==> config.mk <==
export PLATFORM = sky130hd
export DESIGN_NAME = gate_tt_sequencer_flat
export DESIGN_NICKNAME = d
export VERILOG_FILES = /design/src/rtl/gate_tt_sequencer_if.sv /design/src/rtl/gate_tt_sequencer.sv /design/src/flat_wrapper.sv
export SDC_FILE = /design/constraint.sdc
export NUM_CORES = 1
export LEC_CHECK = 0
export CORE_ASPECT_RATIO = 1.1
export CORE_MARGIN = 2
export CORE_UTILIZATION = 37
export CTS_CLUSTER_DIAMETER = 50
export DETAILED_ROUTE_END_ITERATION = 10
export PLACE_DENSITY_LB_ADDON = 0.3
export SLEW_MARGIN = 20
export SYNTH_ARGS = -nofsm -noshare
export SYNTH_HDL_FRONTEND = slang
export SYNTH_SLANG_ARGS = --single-unit
==> constraint.sdc <==
create_clock -name clk -period 1.47 [get_ports clk]
set_input_delay 0.294 -clock clk [delete_from_list [all_inputs] [get_ports clk]]
set_output_delay 0.294 -clock clk [all_outputs]
set_load 0.02 [all_outputs]
==> src/rtl/gate_tt_sequencer_if.sv <==
// ---------------------------------------------------------------------------
// gate_tt_sequencer_if
// Purpose : bundles the host-facing and gate-facing signals of the truth-table
//           sequencer into one interface.
// Signals :
//   start        host -> seq   run request (sampled only while idle)
//   expected     host -> seq   expected truth table, bit i for vector i
//   gate_in      seq  -> gate  vector applied to the gate under test
//   gate_out     gate -> seq   gate output
//   busy         seq  -> host  run in progress
//   done         seq  -> host  one-cycle completion pulse
//   truth_table  seq  -> host  captured gate outputs, bit i for vector i
//   pass         seq  -> host  truth_table matched expected
//   mismatch_idx seq  -> host  lowest failing vector index (0 on pass)
// Modports: master = host/gate side, slave = sequencer.
// ---------------------------------------------------------------------------
interface gate_tt_sequencer_if #(
    parameter int N_INPUTS = 2
);
    localparam int TT_W = 1 << N_INPUTS;

    logic                start;
    logic [TT_W-1:0]     expected;
    logic [N_INPUTS-1:0] gate_in;
    logic                gate_out;
    logic                busy;
    logic                done;
    logic [TT_W-1:0]     truth_table;
    logic                pass;
    logic [N_INPUTS-1:0] mismatch_idx;

    modport master (
        output start,
        output expected,
        output gate_out,
        input  gate_in,
        input  busy,
        input  done,
        input  truth_table,
        input  pass,
        input  mismatch_idx
    );

    modport slave (
        input  start,
        input  expected,
        input  gate_out,
        output gate_in,
        output busy,
        output done,
        output truth_table,
        output pass,
        output mismatch_idx
    );
endinterface

==> src/rtl/gate_tt_sequencer.sv <==
// ---------------------------------------------------------------------------
// gate_tt_sequencer
// Purpose : exhaustively drives every input vector 0..2**N_INPUTS-1 onto a
//           combinational gate, samples the gate output after SETTLE_CYCLES
//           cycles per vector, builds the truth table and compares it with a
//           latched expected table.
// Ports   :
//   clk    in  single clock, rising edge
//   rst_n  in  asynchronous active-low reset
//   bus    gate_tt_sequencer_if.slave (start/expected/gate_out in;
//          gate_in/busy/done/truth_table/pass/mismatch_idx out)
// Parameters:
//   N_INPUTS      number of gate inputs (table is 2**N_INPUTS bits)
//   SETTLE_CYCLES cycles each vector is held before sampling (>= 1)
// Configuration macro:
//   GATE_TT_EARLY_ABORT_EN  when defined, the first failing vector ends the
//                           run immediately (done arrives early, unvisited
//                           table bits stay 0).
// All outputs are driven straight from registers.
// ---------------------------------------------------------------------------
module gate_tt_sequencer #(
    parameter int N_INPUTS      = 2,
    parameter int SETTLE_CYCLES = 2
) (
    input  logic                  clk,
    input  logic                  rst_n,
    gate_tt_sequencer_if.slave    bus
);
    localparam int TT_W  = 1 << N_INPUTS;
    localparam int CNT_W = $clog2(SETTLE_CYCLES + 1);

    localparam logic [CNT_W-1:0]    SETTLE_LAST = CNT_W'(SETTLE_CYCLES - 1);
    localparam logic [N_INPUTS-1:0] VEC_MAX     = {N_INPUTS{1'b1}};

    typedef enum logic [1:0] {
        ST_IDLE   = 2'd0,
        ST_SETTLE = 2'd1,
        ST_SAMPLE = 2'd2,
        ST_FINISH = 2'd3
    } state_t;

    // Index of the lowest set bit of v; 0 when v is all zeros.
    function automatic logic [N_INPUTS-1:0] lowest_set(input logic [TT_W-1:0] v);
        logic [N_INPUTS-1:0] idx;
        idx = {N_INPUTS{1'b0}};
        for (int i = TT_W - 1; i >= 0; i--) begin
            if (v[i]) begin
                idx = N_INPUTS'(i);
            end else begin
                idx = idx;
            end
        end
        return idx;
    endfunction

    state_t              r_state,   w_state_nxt;
    logic [N_INPUTS-1:0] r_gate_in, w_gate_in_nxt;
    logic [CNT_W-1:0]    r_cnt,     w_cnt_nxt;
    logic [TT_W-1:0]     r_truth,   w_truth_nxt;
    logic [TT_W-1:0]     r_exp,     w_exp_nxt;
    logic                r_pass,    w_pass_nxt;
    logic [N_INPUTS-1:0] r_mis,     w_mis_nxt;
    logic                r_busy,    w_busy_nxt;
    logic                r_done,    w_done_nxt;

    logic [TT_W-1:0]     w_tt_cap;   // table including the bit sampled this cycle
    logic [TT_W-1:0]     w_diff;     // captured vs latched expected
    logic                w_abort;    // current vector fails and early abort is built in

    // Next-state and next-output logic for the sequencer FSM.
    always_comb begin
        w_state_nxt   = r_state;
        w_gate_in_nxt = r_gate_in;
        w_cnt_nxt     = r_cnt;
        w_truth_nxt   = r_truth;
        w_exp_nxt     = r_exp;
        w_pass_nxt    = r_pass;
        w_mis_nxt     = r_mis;
        w_busy_nxt    = r_busy;
        w_done_nxt    = 1'b0;

        w_tt_cap            = r_truth;
        w_tt_cap[r_gate_in] = bus.gate_out;
        w_diff              = w_tt_cap ^ r_exp;
`ifdef GATE_TT_EARLY_ABORT_EN
        w_abort = (bus.gate_out != r_exp[r_gate_in]);
`else
        w_abort = 1'b0;
`endif

        case (r_state)
            ST_IDLE: begin
                if (bus.start) begin
                    w_exp_nxt     = bus.expected;
                    w_gate_in_nxt = {N_INPUTS{1'b0}};
                    w_cnt_nxt     = {CNT_W{1'b0}};
                    w_truth_nxt   = {TT_W{1'b0}};
                    w_busy_nxt    = 1'b1;
                    w_state_nxt   = ST_SETTLE;
                end else begin
                    w_state_nxt   = ST_IDLE;
                end
            end

            ST_SETTLE: begin
                w_cnt_nxt = r_cnt + CNT_W'(1);
                if (r_cnt == SETTLE_LAST) begin
                    w_state_nxt = ST_SAMPLE;
                end else begin
                    w_state_nxt = ST_SETTLE;
                end
            end

            ST_SAMPLE: begin
                w_truth_nxt = w_tt_cap;
                if (w_abort || (r_gate_in == VEC_MAX)) begin
                    // Earlier vectors all matched on an abort, so the lowest
                    // differing bit is the current vector in that case too.
                    w_state_nxt = ST_FINISH;
                    w_done_nxt  = 1'b1;
                    w_pass_nxt  = (w_diff == {TT_W{1'b0}});
                    w_mis_nxt   = lowest_set(w_diff);
                end else begin
                    w_gate_in_nxt = r_gate_in + N_INPUTS'(1);
                    w_cnt_nxt     = {CNT_W{1'b0}};
                    w_state_nxt   = ST_SETTLE;
                end
            end

            ST_FINISH: begin
                w_state_nxt   = ST_IDLE;
                w_busy_nxt    = 1'b0;
                w_gate_in_nxt = {N_INPUTS{1'b0}};
            end

            default: begin
                w_state_nxt   = ST_IDLE;
                w_busy_nxt    = 1'b0;
                w_gate_in_nxt = {N_INPUTS{1'b0}};
                w_cnt_nxt     = {CNT_W{1'b0}};
            end
        endcase
    end

    // State and output registers with asynchronous clear.
    always_ff @(posedge clk or negedge rst_n) begin
        if (!rst_n) begin
            r_state   <= ST_IDLE;
            r_gate_in <= {N_INPUTS{1'b0}};
            r_cnt     <= {CNT_W{1'b0}};
            r_truth   <= {TT_W{1'b0}};
            r_exp     <= {TT_W{1'b0}};
            r_pass    <= 1'b0;
            r_mis     <= {N_INPUTS{1'b0}};
            r_busy    <= 1'b0;
            r_done    <= 1'b0;
        end else begin
            r_state   <= w_state_nxt;
            r_gate_in <= w_gate_in_nxt;
            r_cnt     <= w_cnt_nxt;
            r_truth   <= w_truth_nxt;
            r_exp     <= w_exp_nxt;
            r_pass    <= w_pass_nxt;
            r_mis     <= w_mis_nxt;
            r_busy    <= w_busy_nxt;
            r_done    <= w_done_nxt;
        end
    end

    assign bus.gate_in      = r_gate_in;
    assign bus.busy         = r_busy;
    assign bus.done         = r_done;
    assign bus.truth_table  = r_truth;
    assign bus.pass         = r_pass;
    assign bus.mismatch_idx = r_mis;

endmodule

==> src/flat_wrapper.sv <==
// flat-port wrapper written by rule: the top's interface ports become plain ports
module gate_tt_sequencer_flat 
#(
    parameter int N_INPUTS      = 2,
    parameter int SETTLE_CYCLES = 2
)
  (clk, rst_n, bus_start, bus_expected, bus_gate_out, bus_gate_in, bus_busy, bus_done, bus_truth_table, bus_pass, bus_mismatch_idx);
  gate_tt_sequencer_if #(.N_INPUTS(N_INPUTS)) bus_i ();
  input  logic clk;
  input  logic rst_n;
  input wire logic [$bits(bus_i.start)-1:0] bus_start;
  input wire logic [$bits(bus_i.expected)-1:0] bus_expected;
  input wire logic [$bits(bus_i.gate_out)-1:0] bus_gate_out;
  output wire logic [$bits(bus_i.gate_in)-1:0] bus_gate_in;
  output wire logic [$bits(bus_i.busy)-1:0] bus_busy;
  output wire logic [$bits(bus_i.done)-1:0] bus_done;
  output wire logic [$bits(bus_i.truth_table)-1:0] bus_truth_table;
  output wire logic [$bits(bus_i.pass)-1:0] bus_pass;
  output wire logic [$bits(bus_i.mismatch_idx)-1:0] bus_mismatch_idx;
  assign bus_i.start = bus_start;
  assign bus_i.expected = bus_expected;
  assign bus_i.gate_out = bus_gate_out;
  assign bus_gate_in = bus_i.gate_in;
  assign bus_busy = bus_i.busy;
  assign bus_done = bus_i.done;
  assign bus_truth_table = bus_i.truth_table;
  assign bus_pass = bus_i.pass;
  assign bus_mismatch_idx = bus_i.mismatch_idx;
  gate_tt_sequencer #(.N_INPUTS(N_INPUTS), .SETTLE_CYCLES(SETTLE_CYCLES)) u_core (.clk(clk), .rst_n(rst_n), .bus(bus_i));
endmodule
======== After elaboration in Yosys (flattened, before gate mapping) ========
Index checks and enable logic that the tools add are counted.
operators by class
  equality and inequality tests ........... 7
  magnitude comparators ................... 2
  reductions and logical operators ........ 13
  muxes and demuxes ....................... 22
  add/sub/neg operators ................... 2
  bitwise logic cells ..................... 1
operators with widths
  kind                                                                number
  two-way mux 2 bit                                                   9
  one-hot mux 2 bit (3 select lines)                                  2
  one-hot mux 2 bit (4 select lines)                                  1
  one-hot mux 4 bit (2 select lines)                                  1
  AND reduction 2 bit                                                 4
  == test 2 bit (second input constant)                               3
  AND reduction 3 bit                                                 2
  nonzero test 3 bit                                                  2
  two-way mux 1 bit                                                   5
  adder 2 x 1 -> 2 bit (second input constant)                        2
  bitwise mux 4 bit                                                   1
  == test 2 x 1 -> 1 bit (second input constant)                      2
  logical NOT 4 bit                                                   1
  two-way mux 4 bit                                                   1
  != test 2 bit (second input constant)                               2
  nonzero test 2 bit                                                  2
  bitwise XOR 4 bit                                                   1
  < comparator 2 x 3 -> 1 bit (second input constant)                 1
  demux 1 bit (select 2 bit)                                          1
  greater-or-equal comparator 2 x 1 -> 1 bit (second input constant)  1
  logical NOT 2 bit                                                   1
  one-hot mux 1 bit (2 select lines)                                  1
  logical AND 1 bit                                                   1
word-level totals
  output and inout port bits .............. 11
  register bits ........................... 19
  word-level logic and storage cells ...... 56
  bits of input ports ..................... 8

======== Depth between registers and ports, before layout ========
  depth in word-level cells ............... 10
  gate-level depth with buffers ........... 6
  gate-level depth less buffers ........... 6

======== Worst setup path before layout ========
No wires, ideal clock.
  kind .................................... register to register
  start point ............................. register u_core.r_gate_in[0], in the netlist u_core.bus.gate_in[0]
  end point ............................... register u_core.r_mis[0], in the netlist u_core.bus.mismatch_idx[0]
  setup time .............................. 0.092 ns
  stages on the path, launching flop included .. 7
  required time ........................... 1.378 ns
  clock period less this slack ............ 1.627 ns
  slack ................................... -0.157 ns
  path buffers ............................ 1
  arrival time ............................ 1.535 ns
  cell sequence ........................... dfrtp_1 -> ha_1 -> buf_6 -> mux2i_1 -> xnor2_1 -> a21oi_1 -> o31ai_2
between the ends
  cells in the longest elaborated chain, start to end .. 10
  elaborated cells between the ends (all ways) .. 13
  those cells by class .................... 2 x order compare; 1 x eq/ne; 7 x mux; 1 x bitwise; 2 x reduce/logical
RTL lines
  element                                                                                                          RTL line                  text
  start: declaration                                                                                               gate_tt_sequencer.sv:57   logic [N_INPUTS-1:0] r_gate_in, w_gate_in_nxt;
  start signal: assignment                                                                                         gate_tt_sequencer.sv:149  r_gate_in <= {N_INPUTS{1'b0}};
  start signal: assignment                                                                                         gate_tt_sequencer.sv:159  r_gate_in <= w_gate_in_nxt;
  < comparator 2 x 3 -> 1 bit (implied by the code) or greater-or-equal comparator 2 x 1 -> 1 bit (tied branches)  gate_tt_sequencer.sv:83   w_tt_cap[r_gate_in] = bus.gate_out;
  logical AND 1 bit (implied by the code)                                                                          gate_tt_sequencer.sv:83
  two-way mux 1 bit (implied by the code)                                                                          gate_tt_sequencer.sv:83
  demux 1 bit (select 2 bit)                                                                                       n/a
  bitwise mux 4 bit                                                                                                gate_tt_sequencer.sv:83
  bitwise XOR 4 bit                                                                                                gate_tt_sequencer.sv:84   w_diff = w_tt_cap ^ r_exp;
  two-way mux 2 bit (4 in series)                                                                                  gate_tt_sequencer.sv:47   if (v[i]) begin
  end signal: assignment                                                                                           gate_tt_sequencer.sv:154  r_mis <= {N_INPUTS{1'b0}};
  end signal: assignment                                                                                           gate_tt_sequencer.sv:164  r_mis <= w_mis_nxt;
  end: declaration                                                                                                 gate_tt_sequencer.sv:62   logic [N_INPUTS-1:0] r_mis, w_mis_nxt;
Several ways; a longest one is shown, not always the timed one.
A chain may end at the register's enable or synchronous reset.

======== Worst setup path in the final report ========
  start point ............................. register u_core.r_gate_in[0], in the netlist u_core.bus.gate_in[0]
  end point ............................... register u_core.r_pass, in the netlist u_core.bus.pass
between the ends
  cells in the longest elaborated chain, start to end .. 7
  elaborated cells between the ends (all ways) .. 10
  those cells by class .................... 2 x order compare; 1 x eq/ne; 3 x mux; 1 x bitwise; 3 x reduce/logical
RTL lines
  element                                                                                                          RTL line                  text
  < comparator 2 x 3 -> 1 bit (implied by the code) or greater-or-equal comparator 2 x 1 -> 1 bit (tied branches)  gate_tt_sequencer.sv:83
  logical AND 1 bit (implied by the code)                                                                          gate_tt_sequencer.sv:83
  two-way mux 1 bit (implied by the code)                                                                          gate_tt_sequencer.sv:83
  demux 1 bit (select 2 bit)                                                                                       n/a
  bitwise mux 4 bit                                                                                                gate_tt_sequencer.sv:83
  bitwise XOR 4 bit                                                                                                gate_tt_sequencer.sv:84
  logical NOT 4 bit                                                                                                gate_tt_sequencer.sv:121  w_pass_nxt = (w_diff == {TT_W{1'b0}});
  end signal: assignment                                                                                           gate_tt_sequencer.sv:163  r_pass <= w_pass_nxt;
  end: declaration                                                                                                 gate_tt_sequencer.sv:61   logic r_pass, w_pass_nxt;
Several ways; a longest one is shown, not always the timed one.

==> results.yml <==
run_status:
  status: "complete, but fails checks"
  violations: "setup timing"
clocking:
  clk_path_buf_depth: 2
  numCtsBuffers: 3
  clkSinkCount: 19
  clk_pin_slew_worst_paths_ns: 0.11
  cts-root-buf: "clkbuf_4"
  cts_tree: "yes"
  cts_hold_buffers: 0
  clock_latency_ns: 0.30
  htreeDepth: 1
route:
  drtPass1Iterations: 4
  wl_mm: 2.07
  post-route-drc-count: 0
  num_vias: 773
  routedWlPerCell_um: 13.7
  first_iter_violations: 4
  routed_via_density: 5.12
  ant_nets: 0
synth:
  ys_ff_latch: 19
  ys_seq_area_share_pct: 48.0
  syn-cell-area_um2: 990
  syn_avg_cell_area_um2: 11.6
  ys_types: 24
  yosysWarnings: 0
  syn_inst: 85
  syn_nets: 98
floorplanning:
  fp.dieW_um: 53.3
  die_area_um2: 3110
  io_pins: 19
  rows: 19
  die_h_um: 58.2
  start_util_pct: 39.3
  core_area_um2: 2520
timing:
  hold_viol: 0
  fin_ws_ns: -0.138
  max_freq_mhz: 622
  finalCritPeriodShare_pct: 109
  min_period_ns: 1.61
  relSlewSlack_pct: 75.0
  worstMarginPinSlew_ns: 0.374
  slew_viol_final: 0
  clock-skew-final_ns: 0.00795
  setup_viol_count_final: 5
  rsz0062_at_grt: "yes"
power_and_ir_drop:
  p_int_mw: 1.54
  swShare_pct: 37.6
  p_comb_share_pct: 53.3
  clkPwrFrac_pct: 10.9
  peakVddDrop_v: 0.000897
  total_leakage_power_nw: 0.671
  p_switching_mw: 0.926
  seqPwrFrac_pct: 35.7
  power_per_cell_area_nw_per_um2: 1710
setup_path:
  cp.required_ns: 1.67
  criticalPathCategory: "reg -> reg"
  critPathArrivalTime_ns: 1.81
  cp_max_fo: 4
  end_kind: "register"
  critPathLaunchType: "register"
placement:
  place_congestion: 0.709
  place_ws_ns: -0.276
  portBuffers: 18
  dp_hpwl_mm: 1.43
  dp_cells: 144
cells_and_area:
  area_delta_synth_final_pct: 46.0
  utilization_pct: 57.3
  finalNonFillerCells: 151
  fillers: 235
  insertedDiodeCount: 0
  nNetsFinal: 134
  drive_gt1_share_pct: 37.5
grt:
  antenna_found_initial: 0
  grt_pass1_wl_mm: 3.34
  grt_max_degree: 20
  track_usage_pct: 15.1
  grt_pass1_vias: 775
  grt_overflow: 0
hold_path:
  hp-class: "in -> async"
run:
  cap_violations: 0
## cells in the mapped netlist
cell type	n	area (um^2)
buf_6	2	22.5
nor2_1	3	11.3
or2_1	1	6.26
ha_1	5	62.6
xor2_1	2	17.5
nor2b_1	1	6.26
o31ai_1	1	7.51
a22o_1	4	35.0
dfrtp_1	19	475
nand3b_1	1	7.51
mux2_2	8	90.1
mux2i_1	5	50.1
o21ai_0	5	25.0
o31ai_2	1	12.5
o22a_1	1	8.76
nand2_1	7	26.3
o22ai_1	2	12.5
a21oi_1	1	5.00
nand2b_1	3	18.8
o21bai_1	1	7.51
o41ai_2	1	16.3
a21o_1	1	7.51
xnor2_1	4	35.0
inv_1	6	22.5
## kinds of logic (layout without fill, tap and decap cells)
family / count (synthesis) / in the layout / synth area share (%)
compound gates: 18 / 18 / 13.9
fa+ha+maj: 5 / 5 / 6.32
buf+inv: 8 / 43 / 4.55
simple gates: 16 / 16 / 7.71
xor+xnor: 6 / 6 / 5.31
mux: 13 / 13 / 14.2
flops: 19 / 19 / 48.0
## placed cells by master, fill, tap and decap left out, types with 2 or more instances in the layout
cell type / count
dlygate4sd2_1: 7
dfrtp_2: 2
mux2i_4: 3
ha_4: 3
nor2_1: 3
mux2_4: 2
mux2_2: 6
inv_1: 4
dfrtp_1: 17
buf_6: 4
inv_4: 2
o22ai_1: 2
nand2_1: 7
xnor2_2: 3
clkbuf_4: 3
clkdlybuf4s15_1: 2
a22o_1: 4
buf_4: 13
nand2b_1: 3
xor2_1: 2
o21ai_0: 5
clkdlybuf4s50_1: 7
## repair_timing
action | 4_1_cts | 5_1_grt
buffers inserted | 3 | 2
gates resized for setup | 28 | 13
pin swaps | 6 | 2
setup endpoints to repair | 14 | 7
## through the flow
step                cell area [um^2]  hold WS, ns  total power, mW  TNS [ns]
CTS                             1390        0.320             2.35    -0.482
global placement                1290        0.469             1.93     -1.05
finish                          1450        0.315             2.46    -0.381
global route                    1450        0.321             2.64    -0.779
floorplan                       1010     -0.00159             1.56    -0.196
detailed placement              1290        0.472             1.96     -1.34
## layout make-up
type	count	area (um^2)	share of cell area [%]
Multi-Input combinational cell	58	581	40.2
Tap cell	31	38.8	2.68
Sequential cell	19	478	33.1
Clock buffer	4	26.3	1.82
Timing Repair Buffer	33	294	20.3
Inverter	6	27.5	1.90
## layer usage
| metal | vias to the layer above | track usage [%] | wire, um |
|---|---|---|---|
| met2 | 21 | 25.7 | 972 |
| met4 | 0 | 9.16 | 78 |
| li1 | 370 | - | - |
| met1 | 375 | 16.9 | 925 |
| met5 | - | 0 | 0 |
| met3 | 7 | 2.84 | 89 |
## registers in the layout, summed over array words and instances, names as in the netlist
| signal | flops |
|---|---|
| u_core.bus.mismatch_idx | 2 |
| u_core.r_cnt | 2 |
| u_core.r_exp | 4 |
| u_core.r_state | 2 |
| u_core.bus.done | 1 |
| u_core.bus.busy | 1 |
| u_core.bus.gate_in | 2 |
| u_core.bus.truth_table | 4 |
| u_core.bus.pass | 1 |
## critical path, stage by stage, from the launching register on
cell and delay, ns:
dfrtp_2 0.47, inv_4 0.09, ha_4 0.15, mux2i_4 0.24, xnor2_2 0.08, or2_1 0.24
o41ai_2 0.22
## power groups by stage
stage | Sequential, mW | Clock [mW] | Combinational, mW
3_3_place_gp | 0.859 | 0 | 1.07
6_report | 0.881 | 0.269 | 1.31
3_5_place_dp | 0.863 | 0 | 1.09
2_1_floorplan | 0.896 | 0 | 0.663
4_1_cts | 0.871 | 0.282 | 1.20
5_1_grt | 0.908 | 0.301 | 1.43
## final timing paths
kind	cells after the start	to	slack, ns	startpoint
worst min register to register	2	u_core.bus.mismatch_idx[1]	0.49	u_core.bus.mismatch_idx[1]
min in group clk	2	u_core.bus.mismatch_idx[1]	0.49	u_core.bus.mismatch_idx[1]
worst min-delay path	2	u_core.bus.truth_table[1]	0.31	rst_n
max in group asynchronous	2	u_core.bus.gate_in[1]	0.94	rst_n
worst max-delay path	6	u_core.bus.pass	-0.14	u_core.bus.gate_in[0]
worst max register to register	6	u_core.bus.pass	-0.14	u_core.bus.gate_in[0]
(Power assumes the default switching activity.)
